$ cat config.mk
export PLATFORM = sky130hd
export DESIGN_NAME = ext_bridge
export DESIGN_NICKNAME = d
export VERILOG_FILES = /design/src/rtl/ext_bridge.sv
export SDC_FILE = /design/constraint.sdc
export NUM_CORES = 1
export LEC_CHECK = 0
export CAP_MARGIN = 20
export CORE_ASPECT_RATIO = 1.2
export CORE_MARGIN = 2
export CORE_UTILIZATION = 55
export CTS_CLUSTER_SIZE = 24
export DETAILED_ROUTE_END_ITERATION = 8
export HOLD_SLACK_MARGIN = 0.05
export PLACE_DENSITY = 0.89
export SETUP_SLACK_MARGIN = 0.02
export SKIP_LAST_GASP = 1
export SLEW_MARGIN = 40
export SYNTH_ARGS = -nofsm -noshare
export SYNTH_HDL_FRONTEND = slang
export SYNTH_SLANG_ARGS = --single-unit
$ cat constraint.sdc
create_clock -name clk -period 9.3 [get_ports clk]
set_input_delay 0.93 -clock clk [delete_from_list [all_inputs] [get_ports clk]]
set_output_delay 0.93 -clock clk [all_outputs]
set_load 0.03 [all_outputs]
$ cat src/rtl/ext_bridge.sv
// ext_bridge: converts cache external-port single and burst transactions
// into single-beat 64-bit memory accesses and returns read beats to the
// cache, in order, through a small reply FIFO. The ext side advances only
// on clk edges with phi2=1; the memory side advances on every clk edge.
module ext_bridge #(
   parameter int RQDEPTH = 4
) (
   input  logic        clk,
   input  logic        rst,
   input  logic        phi2,
   input  logic [31:0] extaddr,
   input  logic [63:0] extwdata,
   input  logic [4:0]  extsz,
   input  logic        extreq,
   input  logic        extwr,
   input  logic        extsrc,
   output logic        extrdy,
   output logic        extreply,
   output logic        extreplyto,
   output logic [63:0] extrdata,
   output logic        exterror,
   output logic        mem_req,
   output logic        mem_we,
   output logic [31:0] mem_addr,
   output logic [63:0] mem_wdata,
   output logic [7:0]  mem_wstrb,
   input  logic        mem_gnt,
   input  logic        mem_rvalid,
   input  logic [63:0] mem_rdata,
   input  logic        mem_rerr,
   output logic        werr
);

   localparam int AW = $clog2(RQDEPTH);
   localparam int CW = AW + 1;
   localparam logic [CW:0] DEPTHV = (CW+1)'(RQDEPTH);

   typedef enum logic [1:0] {IDLE, WDATA2, ISSUE} state_t;

   state_t state, next_state;

   // command slot
   logic [31:0] addr;
   logic [4:0]  sz;
   logic        wr, src, bad;
   logic [63:0] wbuf0, wbuf1;
   logic [1:0]  bc;

   // reply FIFO and read-tag queue
   logic [63:0]        rq_data [RQDEPTH];
   logic [RQDEPTH-1:0] rq_err, rq_src, tagq;
   logic [AW-1:0]      rq_wp, rq_rp, tag_wp, tag_rp, err_idx;
   logic [CW-1:0]      rq_count, inflight;

   logic credit, ext_acc, wdata2_acc, cmd_bad, last_beat;
   logic grant, read_grant, rvalid_eff, err_push, err_src, pop;
   logic [2:0] shamt;
   logic [7:0] strb;

   function automatic logic is_legal(input logic [2:0] off, input logic [4:0] s);
      return (s == 5'd15) || (s == 5'd31) ||
             ((s <= 5'd7) && (({1'b0, off} + {1'b0, s[2:0]}) <= 4'd7));
   endfunction

   // Handshake qualifiers, read credit and FIFO push/pop conditions
   always_comb begin
      credit     = ({1'b0, rq_count} + {1'b0, inflight}) < DEPTHV;
      ext_acc    = phi2 && extreq && (state == IDLE);
      wdata2_acc = phi2 && extreq && extwr && (state == WDATA2);
      cmd_bad    = !is_legal(extaddr[2:0], extsz);
      last_beat  = (sz == 5'd31) ? (bc == 2'd3) :
                   (sz == 5'd15) ? (bc == 2'd1) : 1'b1;
      extrdy     = (state == IDLE) || (state == WDATA2);
      mem_req    = ((state == ISSUE) && !bad && (wr || credit)) ||
                   ((state == WDATA2) && (bc == 2'd0));
      grant      = mem_req && mem_gnt;
      read_grant = grant && !wr;
      rvalid_eff = mem_rvalid && (inflight != '0);
      err_push   = (ext_acc && !extwr && cmd_bad && credit) ||
                   ((state == ISSUE) && bad && credit);
      err_src    = (state == IDLE) ? extsrc : src;
      err_idx    = rq_wp + AW'(rvalid_eff);
      pop        = phi2 && (rq_count != '0);
      extreply   = (rq_count != '0);
      extrdata   = rq_data[rq_rp];
      exterror   = rq_err[rq_rp];
      extreplyto = rq_src[rq_rp];
   end

   // Memory beat fields: critical-word-first address and lane-aligned data
   always_comb begin
      mem_we    = wr;
      shamt     = 3'd7 - sz[2:0] - addr[2:0];
      strb      = 8'hFF >> (3'd7 - sz[2:0]);
      mem_addr  = {addr[31:3], 3'b000};
      mem_wdata = 64'h0;
      mem_wstrb = 8'h00;
      if (sz == 5'd15)
         mem_addr = {addr[31:4], addr[3] ^ bc[0], 3'b000};
      else if (sz == 5'd31)
         mem_addr = {addr[31:5], addr[4:3] + bc, 3'b000};
      if (wr) begin
         if (sz[4:3] != 2'b00) begin
            mem_wdata = bc[0] ? wbuf1 : wbuf0;
            mem_wstrb = 8'hFF;
         end else begin
            mem_wdata = wbuf0 << {shamt, 3'b000};
            mem_wstrb = strb << shamt;
         end
      end
   end

   // State register
   always_ff @(posedge clk or posedge rst) begin
      if (rst) state <= IDLE;
      else     state <= next_state;
   end

   // Next-state: capture, second write beat, issue until last grant
   always_comb begin
      next_state = state;
      case (state)
         IDLE: begin
            if (ext_acc) begin
               if (cmd_bad)
                  next_state = (!extwr && !credit) ? ISSUE : IDLE;
               else if (extwr && (extsz == 5'd15))
                  next_state = WDATA2;
               else
                  next_state = ISSUE;
            end
         end
         WDATA2: if (wdata2_acc) next_state = ISSUE;
         ISSUE: begin
            if (bad) begin
               if (credit) next_state = IDLE;
            end else if (grant && last_beat) begin
               next_state = IDLE;
            end
         end
         default: next_state = IDLE;
      endcase
   end

   // Command slot capture, beat counter and malformed-write pulse
   always_ff @(posedge clk or posedge rst) begin
      if (rst) begin
         addr  <= '0;
         sz    <= '0;
         wr    <= 1'b0;
         src   <= 1'b0;
         bad   <= 1'b0;
         wbuf0 <= '0;
         wbuf1 <= '0;
         bc    <= '0;
         werr  <= 1'b0;
      end else begin
         werr <= ext_acc && extwr && cmd_bad;
         if (ext_acc) begin
            addr  <= extaddr;
            sz    <= extsz;
            wr    <= extwr;
            src   <= extsrc;
            bad   <= cmd_bad;
            wbuf0 <= extwdata;
            bc    <= '0;
         end
         if (wdata2_acc) wbuf1 <= extwdata;
         if (grant)      bc <= bc + 2'd1;
      end
   end

   // Outstanding-read count, source tags, reply FIFO pointers and flags
   always_ff @(posedge clk or posedge rst) begin
      if (rst) begin
         inflight <= '0;
         tagq     <= '0;
         tag_wp   <= '0;
         tag_rp   <= '0;
         rq_err   <= '0;
         rq_src   <= '0;
         rq_wp    <= '0;
         rq_rp    <= '0;
         rq_count <= '0;
      end else begin
         if (read_grant && !rvalid_eff)      inflight <= inflight + CW'(1);
         else if (!read_grant && rvalid_eff) inflight <= inflight - CW'(1);
         if (read_grant) begin
            tagq[tag_wp] <= src;
            tag_wp       <= tag_wp + AW'(1);
         end
         if (rvalid_eff) begin
            tag_rp        <= tag_rp + AW'(1);
            rq_err[rq_wp] <= mem_rerr;
            rq_src[rq_wp] <= tagq[tag_rp];
         end
         if (err_push) begin
            rq_err[err_idx] <= 1'b1;
            rq_src[err_idx] <= err_src;
         end
         rq_wp    <= rq_wp + AW'(rvalid_eff) + AW'(err_push);
         rq_rp    <= rq_rp + AW'(pop);
         rq_count <= rq_count + CW'(rvalid_eff) + CW'(err_push) - CW'(pop);
      end
   end

   // Reply FIFO data storage; memory data first, then any error reply
   always_ff @(posedge clk) begin
      if (rvalid_eff) rq_data[rq_wp] <= mem_rdata;
      if (err_push)   rq_data[err_idx] <= 64'h0;
   end

endmodule

==> summary.txt <==
Status -> completed
Placer Congestion -> 0.950
Cell Pwr Density -> 417 nW/um^2
Core Rows -> 80
Final setup fails -> 0
Final core occ -> 68.5%
CP cell instances -> ha_2 > fa_4 > inv_1 > nor2_1 > a22oi_1 > o211ai_1 > and3_1 > clkdlybuf4s50_1
Worst path slowest cell -> fa_4
Area Overhead vs Synth -> 23.2%
Critical Path Fanout Max -> 29
RSZ-0062 raised after global routing -> no
Endpoints failing hold -> 0
I/O pin count -> 349
CTS H-tree lvls -> 2
Initial drt markers -> 1632
Placed cell areas -> 25500 sq um
Number of gates resized after cts -> 0
Slew @ Worst Pin -> 890 ps
Port Buffers -> 345
Reg-to-reg endpoint -> rq_src[2]$_DFF_PP0_
CP Data Required Time -> 8370 ps
Die width -> 187 um
Share of cells above drive strength 1 -> 11.9%
Commonest non-fill, non-tap cell in the layout -> nand2_1
Most frequent cells in the layout -> 653 x nand2_1, 345 x clkdlybuf4s50_1, 256 x dfxtp_1, 227 x mux2i_1, 196 x dfrtp_1
Maxcap violations -> 0
Setup bufs post-CTS -> 0
HPWL Detailed -> 42500 um
Post-synth EDFFs -> 0
Gr ovfl total -> 0
VDD IR-drop max -> 0.266 mV
Clk_skew -> 20.6 ps
Pin count of the biggest net entering global routing -> 139
Die height -> 223 um
Hold buffers post-CTS -> 0
Tightest Hold Check Type -> register to register
Total track usage -> 31.8%
Overall routed net length -> 67800 um
# clock sinks -> 455
Period utilization -> 61.2%
Final cell count without fillers -> 3107
#FFs+latches synth -> 455
Fin area -> 27200 sq um
Final Max Slew Viols -> 0
DIE AREA -> 41700 sq um
R2R Path Start -> state[1]$_DFFE_PP0P_
CTS buffer count -> 45
R2R Setup Slk -> 5630 ps
Max Freq -> 176 MHz
Vias in the first global route -> 19.3k
CTS tree -> built
Initial DRT Pass Iterations -> 6
Overall via count from detail_route -> 18.7k
Register area share after synthesis -> 45.8%
Vias per cell -> 6.02
Crit path capture -> mem_wdata[51]
Worst skew pair latency -> 570 ps
Crit-path max cell delay -> 1070 ps
Normalized max-slew margin -> 40.4%
FF-to-FF path depth -> 7
Netlist Area Pre-Place -> 22000 sq um
Routed length per instance -> 21.8 um
Crit path time final -> 5690 ps
Startpoint types -> register
LEAKAGE -> 12.1 nW
CTS root buffer -> clkbuf_16
Final #Nets -> 2736
First-pass GRT wire length -> 106000 um
Ys Warns -> 0
Critical path class -> register to output pin
Initial antenna violation count -> 0
Fraction of registers with async set/reset -> 43.7%
Total Power -> 11.3 mW
Dpl cells -> 3024
Drc violations -> 0
Cells after Synth -> 2318
Core ar. -> 39600 sq um
Syn avg cell area -> 9.51 sq um
Synth cell types -> 61
CP endpoint kind -> output pin
Final ANT Viol Nets -> 0
Setup TNS -> 0 ps
Worst Path Arrival -> 4760 ps
Max Buffers Root-to-Sink -> 3
Worst Setup SP -> sz[0]$_DFFE_PP0P_
Starting Density -> 55.6%
Clock edge transition at the registers on the reported setup and hold paths -> 60 ps
Top FF cell, synth -> dfxtp_1
==> how the worst min path moves through the flow <==
stage / from / end / slack (ps) / depth (start not counted)
finish: rq_data[0][58]$_SDFFE_PP0P_ / rq_data[0][58]$_SDFFE_PP0P_ / 450 / 2
floorplan: rq_data[0][23]$_SDFFE_PP0P_ / rq_data[0][23]$_SDFFE_PP0P_ / 430 / 2
global route: rq_data[1][10]$_SDFFE_PP0P_ / rq_data[1][10]$_SDFFE_PP0P_ / 470 / 2
global placement: rq_data[1][41]$_SDFFE_PP0P_ / rq_data[1][41]$_SDFFE_PP0P_ / 440 / 2
CTS: rq_data[0][58]$_SDFFE_PP0P_ / rq_data[0][58]$_SDFFE_PP0P_ / 460 / 2
detailed placement: rq_data[1][23]$_SDFFE_PP0P_ / rq_data[1][23]$_SDFFE_PP0P_ / 450 / 2
==> cells in the mapped netlist, drive strengths merged (5+ instances only) <==
cell type | n | area, sq um
a211oi | 12 | 90.1
a21oi | 165 | 826
a22o | 9 | 78.8
a22oi | 8 | 60.1
and2 | 5 | 31.3
and3 | 28 | 175
buf | 107 | 671
clkbuf | 97 | 364
dfrtp | 199 | 4980
dfxtp | 256 | 5120
ha | 19 | 238
inv | 19 | 71.3
mux2 | 106 | 1190
mux2i | 227 | 2270
mux4 | 67 | 1510
nand2 | 654 | 2450
nand3 | 17 | 85.1
nor2 | 171 | 642
nor2b | 7 | 43.8
nor3 | 8 | 50.1
o211ai | 28 | 210
o21ai | 14 | 70.1
o31ai | 5 | 37.5
or3 | 19 | 119
xnor2 | 13 | 114
xor2 | 5 | 43.8
==> power by group <==
group	internal, mW	switching, mW	leakage, nW	total, mW
registers	2.77	0.617	4.71	3.39
clock network	1.15	0.790	0.775	1.94
logic	2.51	3.49	6.62	6.00
total	6.43	4.90	12.1	11.3
==> layer usage <==
metal / track usage (%) / up-vias / wire (um)
met4: 15.5 / 0 / 3140
met2: 55.3 / 1018 / 33900
met5: 0 / - / 0
li1: - / 8294 / -
met1: 38.5 / 9179 / 25100
met3: 5.10 / 202 / 5660
==> area by class of cell <==
| cell class | count | area (sq um) |
|---|---|---|
| Sequential cell | 455 | 10100 |
| Clock buffer | 67 | 1350 |
| Antenna cell | 1 | 2.50 |
| Timing Repair Buffer | 376 | 3770 |
| Tap cell | 533 | 667 |
| Fill cell | 2858 | 12500 |
| Inverter | 19 | 83.8 |
| Multi-Input combinational cell | 1642 | 11000 |
| Clock inverter | 14 | 228 |
==> state kept, by name, summed over array words and instances (netlist names), 4 cells and up <==
signal	flops
addr	32
rq_data	256
rq_err	4
rq_src	4
sz	5
tagq	4
wbuf0	64
wbuf1	64
==> critical path, delay by kind of cell, from the launching register on <==
family | cells | cell delay, ps
AOI/OAI and AO/OA | 2 | 730
adders and majority gates | 2 | 1260
DFF | 1 | 420
buffers and inverters | 2 | 930
and+or+nand+nor | 2 | 860
==> logic make-up after synthesis <==
group | share of synthesized area, %
muxes | 22.6
DFF | 45.8
and+or+nand+nor | 16.8
AOI/OAI and AO/OA | 7.54
adders and majority gates | 1.49
buffers and inverters | 5.02
other | 0.0170
xor gates and xnor gates | 0.715
==> metrics by stage <==
stage          hold WS [ps]  worst slack, ps
4_1_cts                 455             3630
3_5_place_dp            447             4260
5_1_grt                 473             3530
2_1_floorplan           431             2940
6_report                453             3610
3_3_place_gp            438             3770
(Power assumes the default switching activity.)
